===== config.mk =====
export PLATFORM = sky130hd
export DESIGN_NAME = vector_store_serializer
export DESIGN_NICKNAME = d
export VERILOG_FILES = /design/src/rtl/vector_store_serializer.sv
export SDC_FILE = /design/constraint.sdc
export NUM_CORES = 1
export LEC_CHECK = 0
export CORE_MARGIN = 8
export CORE_UTILIZATION = 25
export DETAILED_ROUTE_END_ITERATION = 12
export SYNTH_ARGS = -nofsm -noshare
export SYNTH_HDL_FRONTEND = slang
export SYNTH_SLANG_ARGS = --single-unit
export TNS_END_PERCENT = 100

===== constraint.sdc =====
create_clock -name clk -period 26.5 [get_ports clk]
set_clock_uncertainty 0.2 [all_clocks]
set_input_delay 5.3 -clock clk [delete_from_list [all_inputs] [get_ports clk]]
set_output_delay 5.3 -clock clk [all_outputs]
set_load 0.05 [all_outputs]

===== src/rtl/vector_store_serializer.sv =====
// Serializes one captured LANES x WORD_W vector into LANES single-word memory
// writes, highest lane first, with a ready/valid handshake toward memory.
module vector_store_serializer #(
  parameter int WORD_W = 16,
  parameter int LANES  = 16,
  parameter int ADDR_W = 16
) (
  input  logic                          clk,
  input  logic                          rst,
  input  logic                          start,
  input  logic [ADDR_W-1:0]             base_addr,
  input  logic [LANES-1:0][WORD_W-1:0]  input_data,
  input  logic                          mem_ready,
  output logic                          mem_we,
  output logic [ADDR_W-1:0]             mem_addr,
  output logic [WORD_W-1:0]             mem_wdata,
  output logic                          busy,
  output logic                          done
);

  localparam int IDX_W = (LANES > 1) ? $clog2(LANES) : 1;
  localparam logic [IDX_W-1:0] LAST_IDX = IDX_W'(LANES - 1);

  typedef enum logic [1:0] {
    S_IDLE,
    S_WRITE,
    S_DONE
  } state_e;

  state_e                      state_q, state_d;
  logic [IDX_W-1:0]            idx_q, idx_d;
  logic [IDX_W-1:0]            idx_nxt;
  logic [LANES-1:0][WORD_W-1:0] vec_q, vec_d;
  logic [ADDR_W-1:0]           base_q, base_d;
  logic                        we_q, we_d;
  logic [ADDR_W-1:0]           addr_q, addr_d;
  logic [WORD_W-1:0]           wdata_q, wdata_d;
  logic                        busy_q, busy_d;
  logic                        done_q, done_d;

  // Word idx of the burst carries lane LANES-1-idx, so a load from the same
  // base through the read collector restores the original lane order.
  function automatic logic [IDX_W-1:0] lane_sel(input logic [IDX_W-1:0] i);
    return LAST_IDX - i;
  endfunction

  always_comb begin
    state_d = state_q;
    idx_d   = idx_q;
    vec_d   = vec_q;
    base_d  = base_q;
    we_d    = we_q;
    addr_d  = addr_q;
    wdata_d = wdata_q;
    busy_d  = busy_q;
    done_d  = 1'b0;
    idx_nxt = idx_q + IDX_W'(1);

    case (state_q)
      S_IDLE: begin
        we_d   = 1'b0;
        busy_d = 1'b0;
        if (start) begin
          state_d = S_WRITE;
          vec_d   = input_data;
          base_d  = base_addr;
          idx_d   = '0;
          we_d    = 1'b1;
          busy_d  = 1'b1;
          addr_d  = base_addr;
          wdata_d = input_data[LAST_IDX];
        end
      end
      S_WRITE: begin
        // Without mem_ready everything holds, keeping the request stable.
        if (mem_ready) begin
          if (idx_q == LAST_IDX) begin
            state_d = S_DONE;
            we_d    = 1'b0;
            done_d  = 1'b1;
          end else begin
            idx_d   = idx_nxt;
            addr_d  = base_q + ADDR_W'(idx_nxt);
            wdata_d = vec_q[lane_sel(idx_nxt)];
          end
        end
      end
      S_DONE: begin
        state_d = S_IDLE;
        we_d    = 1'b0;
        busy_d  = 1'b0;
      end
      default: begin
        state_d = S_IDLE;
        we_d    = 1'b0;
        busy_d  = 1'b0;
      end
    endcase
  end

  always_ff @(posedge clk or posedge rst) begin
    if (rst) begin
      state_q <= S_IDLE;
      idx_q   <= '0;
      vec_q   <= '0;
      base_q  <= '0;
      we_q    <= 1'b0;
      addr_q  <= '0;
      wdata_q <= '0;
      busy_q  <= 1'b0;
      done_q  <= 1'b0;
    end else begin
      state_q <= state_d;
      idx_q   <= idx_d;
      vec_q   <= vec_d;
      base_q  <= base_d;
      we_q    <= we_d;
      addr_q  <= addr_d;
      wdata_q <= wdata_d;
      busy_q  <= busy_d;
      done_q  <= done_d;
    end
  end

  assign mem_we    = we_q;
  assign mem_addr  = addr_q;
  assign mem_wdata = wdata_q;
  assign busy      = busy_q;
  assign done      = done_q;

endmodule


# After elaboration in Yosys (flattened, before gate mapping)
# Cells that the tools add are included.
[word_totals] ff_bits=313 inputBits=276 output_inout_bits=35 wordCells=66
[op_classes] n_addsub=3 n_lt_le_gt_ge=1 eq_ne=6 mux=26 reduce_logical=6
[ops] operator="two-way mux 16 bit" n=7
[ops] operator="binary-select mux 16 bit (select 4 bit)" n=1
[ops] operator="case mux 16 bit (2 select lines)" n=2
[ops] operator="adder 16 x 4 -> 16 bit" n=1
[ops] operator="two-way mux 4 bit" n=3
[ops] operator="inequality test 2 bit (second input constant)" n=4
[ops] operator="case mux 4 bit (2 select lines)" n=1
[ops] operator="two-way mux 1 bit" n=6
[ops] operator="two-way mux 2 bit" n=3
[ops] operator="less-than comparator 4 x 5 -> 1 bit (second input constant)" n=1
[ops] operator="adder 4 x 1 -> 4 bit (second input constant)" n=1
[ops] operator="== test 4 bit (second input constant)" n=1
[ops] operator="case mux 1 bit (2 select lines)" n=2
[ops] operator="case mux 2 bit (2 select lines)" n=1
[ops] operator="AND reduction 2 bit" n=2
[ops] operator="AND reduction 4 bit" n=1
[ops] operator="subtractor 4 bit (first input constant)" n=1
[ops] operator="AND reduction 3 bit" n=1
[ops] operator="== test 2 x 1 -> 1 bit (second input constant)" n=1
[ops] operator="zero test 2 bit" n=1
[ops] operator="nonzero test 2 bit" n=1

# Logic depth before layout (Yosys ltp)
[depth] word_depth=7 depth_mapped=13 depth_no_buf=10

# Least setup slack after synthesis
# OpenSTA, ideal clock, no wires.
[synth_path] kind="input to register" startpoint="in start" endpoint="reg base_q[0]" setup_ns=0.125 arrival_ns=6.566 required_ns=26.175 path_slack_ns=19.609 path_stages=8 path_buffers=3 cell_sequence="nor2b_1 > a31oi_1 > or2_1 > buf_6 > nor2_8 > buf_12 > buf_12 > mux2_4"
[synth_between] elab_chain_cells=1
[synth_lines] element="start, declared" line_no="10" source="input logic start,"
[synth_lines] element="AND reduction 2 bit (no source line)"
[synth_lines] element="end signal, assigned" line_no="116" source="base_q <= base_d;"
[synth_lines] element="end, declared" line_no="34" source="logic [ADDR_W-1:0] base_q, base_d;"
# Every way passes these cells.
# A chain may end at the register's enable or synchronous reset.

# Worst setup path in the final report
[layout_path] startpoint="in start" endpoint="reg vec_q[9] (netlist bit)"
[layout_between] elab_chain_cells=1
[layout_lines] element="AND reduction 2 bit (no source line)"
[layout_lines] element="end signal, assigned" line_no="115" source="vec_q <= vec_d;"
[layout_lines] element="end, declared" line_no="33" source="logic [LANES-1:0][WORD_W-1:0] vec_q, vec_d;"
# Every way passes these cells.

==> out/results.env <==
SYNTH_TOP_AREA_SHARE=0.506
VIAS_PER_CELL=4.47
DESIGN.DIE.AREA_MM2=0.0701
ROUTE.DETAILED.WL_PER_INST_UM=22.5
CLK_PIN_SLEW_NS=0.06
DRTPASS1ITERATIONS=4
REGTOREGENDPOINT='vec_q[9]$_DFFE_PP0P_'
TOTALPOWERFINAL_mW=2.73
CTS_REPAIR_RESIZE_COUNT=0
GRT_START_MAX_NET_PINS=135
CTS.PATH.MAX_BUFFERS=3
SYNTHESIS.YOSYS.WARNINGS=0
CLOCK_BUFFERS_CREATED_BY_TRITONCTS=39
PERIOD_SHARE=0.354
SYNTH_TOP_FLOP_CELL='sky130_fd_sc_hd__dfrtp_1'
MIN_PERIOD_NS=9.39
FMAX_MHz=106
YOSYS-TOP-CELLS-COUNT='313 x sky130_fd_sc_hd__dfrtp_1, 246 x sky130_fd_sc_hd__mux2_4, 64 x sky130_fd_sc_hd__mux4_2'
TIGHTESTPINTRANSITION_NS=1.31
ROWS=91
GRT_SETUP_UNREPAIRED='false'
CTS.REPAIR_TIMING.SETUP_BUFFER_COUNT=0
SYNTHTOPCELLSBYAREA='sky130_fd_sc_hd__dfrtp_1 51%, sky130_fd_sc_hd__mux2_4 24%, sky130_fd_sc_hd__mux4_2 9.3%'
RR_WORST_DEPTH=9
REG2REG_SETUP_SLACK_NS=21.30
OUTCOME='complete, no violations'
CHIPHEIGHT_UM=265
SHARE_OF_FLIP_FLOPS_WITH_AN_ASYNCHRONOUS_SET_OR_RESET_AFTER_SYNTHESIS=1.00
PLACE_AREA_MM2=0.0189
PLACE.DETAILED.HPWL_MM=33.6
SYNTHCELLS=958
SYNTH_LARGEST_AREA_CELL='sky130_fd_sc_hd__dfrtp_1'
DETAIL_ROUTE.WIRELENGTH_MM=46.6
SYNTHTOLAYOUTAREAGROWTH_PCT=30.8
GR-USAGE-ALL-LAYERS=0.131
CHIPWIDTH_UM=265
CRIT_BUF_INV=4
ANTENNA_FOUND_INITIAL=2
CTS_NUM_SINKS=313
GRT_FIRST_PASS_WIRELENGTH_MM=70.0
HOLD_START='mem_wdata[9]$_DFFE_PP0P_'
CP-END-KIND='flop'
CLOCK_TREE.ROOT_CELL='sky130_fd_sc_hd__clkbuf_16'
WORST_SKEW_PAIR.LATE_LATENCY_NS=0.54
CRITICAL_PATH.STARTPOINT_TYPE='input port'
PATH_CELLS='clkdlybuf4s50_1, nor2b_1, a31oi_1, or2_2, buf_4, nor2_8, buf_4, buf_4, mux2_4'
SYNTH-SEQ-CELLS=313
N_ANTENNA_CELL=0
WORST_EP_ARRIVAL_TIME_NS=9.61
FINAL-SETUP-VIOL-COUNT=0
REQUIRED_TIME_WORST_ENDPOINT_NS=26.72
CRIT_PATH_TOP_DELAY_CELL='sky130_fd_sc_hd__buf_4'
CRITICAL_PATH.MOST_COMMON_CELL='sky130_fd_sc_hd__buf_4'
RR_STARTPOINT='idx_q[0]$_DFFE_PP0P_'
TOTAL_POWER_PER_UNIT_CELL_AREA_mW_PER_MM2=135
WORST_HOLD_PATH.ENDPOINT='mem_wdata[9]$_DFFE_PP0P_'
POST_SYN_AREA_MM2=0.0155
YOSYSMOSTFREQUENTCELL='sky130_fd_sc_hd__dfrtp_1'
HOLD_VIOL_FINAL=0
FINAL_CORE_UTILIZATION=0.329
PLACE.GP.CONGESTION=0.785
GLOBALROUTE.TOTALOVERFLOW=0
DRC=0
FIN_NETS=1536
TIMING.MAX_CAP.VIOLATIONS=0
TRITONCTS='done'
CORE_AREA_MM2=0.0615
SYNTH.YOSYS.SEQ_AREA_SHARE=0.506
WORSTHOLDPATHTYPE='reg -> reg'
DP_WORST_SETUP_SLACK_NS=16.55
CRIT_TYPE='in -> reg'
YOSYS.CELL_TYPES.COUNT=45
NUMPORTBUFFERS=310
POSTROUTEANTENNANETS=0
CTS.HOLD.BUFFERS_ADDED=0
CTSHTREEMAXLEVEL=2
CRIT_PATH_MAX_INCR_DELAY_NS=0.94
LAYOUT_SETUP_WS_NS=17.11
SYN-MEAN-INSTANCE-AREA_UM2=16.2
KIND_OF_CELL_ADDING_THE_MOST_DELAY_TO_THE_CRITICAL_PATH='buffers and inverters'
MAXSLEWVIOLCOUNT=0
LEAKAGEPOWER_nW=8.44
MAX-VDD-IR-DROP_uV=80.0
DESIGN.PORTCOUNT=311
SYNTHESIS.NETS=1240
WHS_PATH_DEPTH=2
FIRST_DRT_ITERATION_DRCS=457
FIRST_GLOBAL_VIAS=10400
DRIVE_ABOVE_1_SHARE=0.327
SLEW_HEADROOM=0.129
CP_MAX_FO=59
SYNTH-EDFF-COUNT=0
FINALINSTANCEAREA_MM2=0.0202
ROUTED-VIA-COUNT=9268
SETUP_TOTAL_NEGATIVE_SLACK_NS=0
START_UTIL=0.252
==> metal layers <==
layer	vias up	track usage	wire (um)
met5	-	0	27
met4	4	0.0486	1510
met3	64	0.0284	2290
met2	234	0.204	21200
met1	4816	0.178	21600
li1	4150	-	-
==> tightest hold or removal path, cell delays in order (launching register included) <==
cell and delay [ns]:
sky130_fd_sc_hd__dfrtp_1 0.34, sky130_fd_sc_hd__nand2_1 0.05, sky130_fd_sc_hd__o21ai_1 0.06
==> power breakdown <==
part	total, mW	switching [mW]	internal (mW)
combinational	1.29	0.601	0.690
sequential	0.883	0.161	0.722
clock	0.552	0.215	0.337
total	2.73	0.977	1.75
==> sequential cells by signal (all words and copies together), names as in the netlist <==
register	cells
vec_q	256
mem_we	1
idx_q	4
done	1
base_q	16
busy	1
mem_addr	16
state_q	2
mem_wdata	16
==> cell type report <==
cell class / count / area [um2]
flip-flops and latches: 313 / 7840
clock buffers: 57 / 1180
repair buffers: 324 / 3220
fillers: 6011 / 41200
multi-input cells: 565 / 6820
inverters: 11 / 48.8
well taps: 790 / 988
clock inverters: 13 / 154
==> worst max path at each step <==
stage | start | to | cells after the start
6_report | start | vec_q[9]$_DFFE_PP0P_ | 9
3_5_place_dp | start | vec_q[55]$_DFFE_PP0P_ | 9
2_1_floorplan | rst | base_q[0]$_DFFE_PP0P_ | 1
4_1_cts | start | vec_q[55]$_DFFE_PP0P_ | 9
5_1_grt | start | vec_q[24]$_DFFE_PP0P_ | 9
3_3_place_gp | start | vec_q[22]$_DFFE_PP0P_ | 9
==> through the flow <==
step                      instances  hold slack [ns]
after CTS                      2073            0.290
after floorplan                 958            0.275
after global routing           2073            0.308
after detailed placement       2003            0.278
after global placement         2003            0.270
final                          2073            0.284
==> layout by cell type (no fill, tap or decap), drive strengths merged, types with 11 or more instances in the layout <==
| cell | count |
|---|---|
| nand2 | 36 |
| inv | 11 |
| mux4 | 64 |
| clkdlybuf4s50 | 310 |
| o22ai | 16 |
| o21ai | 36 |
| dfrtp | 313 |
| mux2 | 270 |
| clkbuf | 57 |
| a22oi | 20 |
| nor2 | 14 |
| buf | 14 |
| a21oi | 39 |
==> cells by family after synthesis <==
group / after synthesis / share of synthesized area
multiplexers: 338 / 0.352
buffers and inverters: 80 / 0.0539
adder cells (fa/ha/maj): 6 / 0.00534
flip-flops: 313 / 0.506
AND/OR/NAND/NOR: 81 / 0.0256
XOR/XNOR: 11 / 0.00623
AO/OA/AOI/OAI: 129 / 0.0509
No activity file was read; power rests on OpenSTA's default activity.
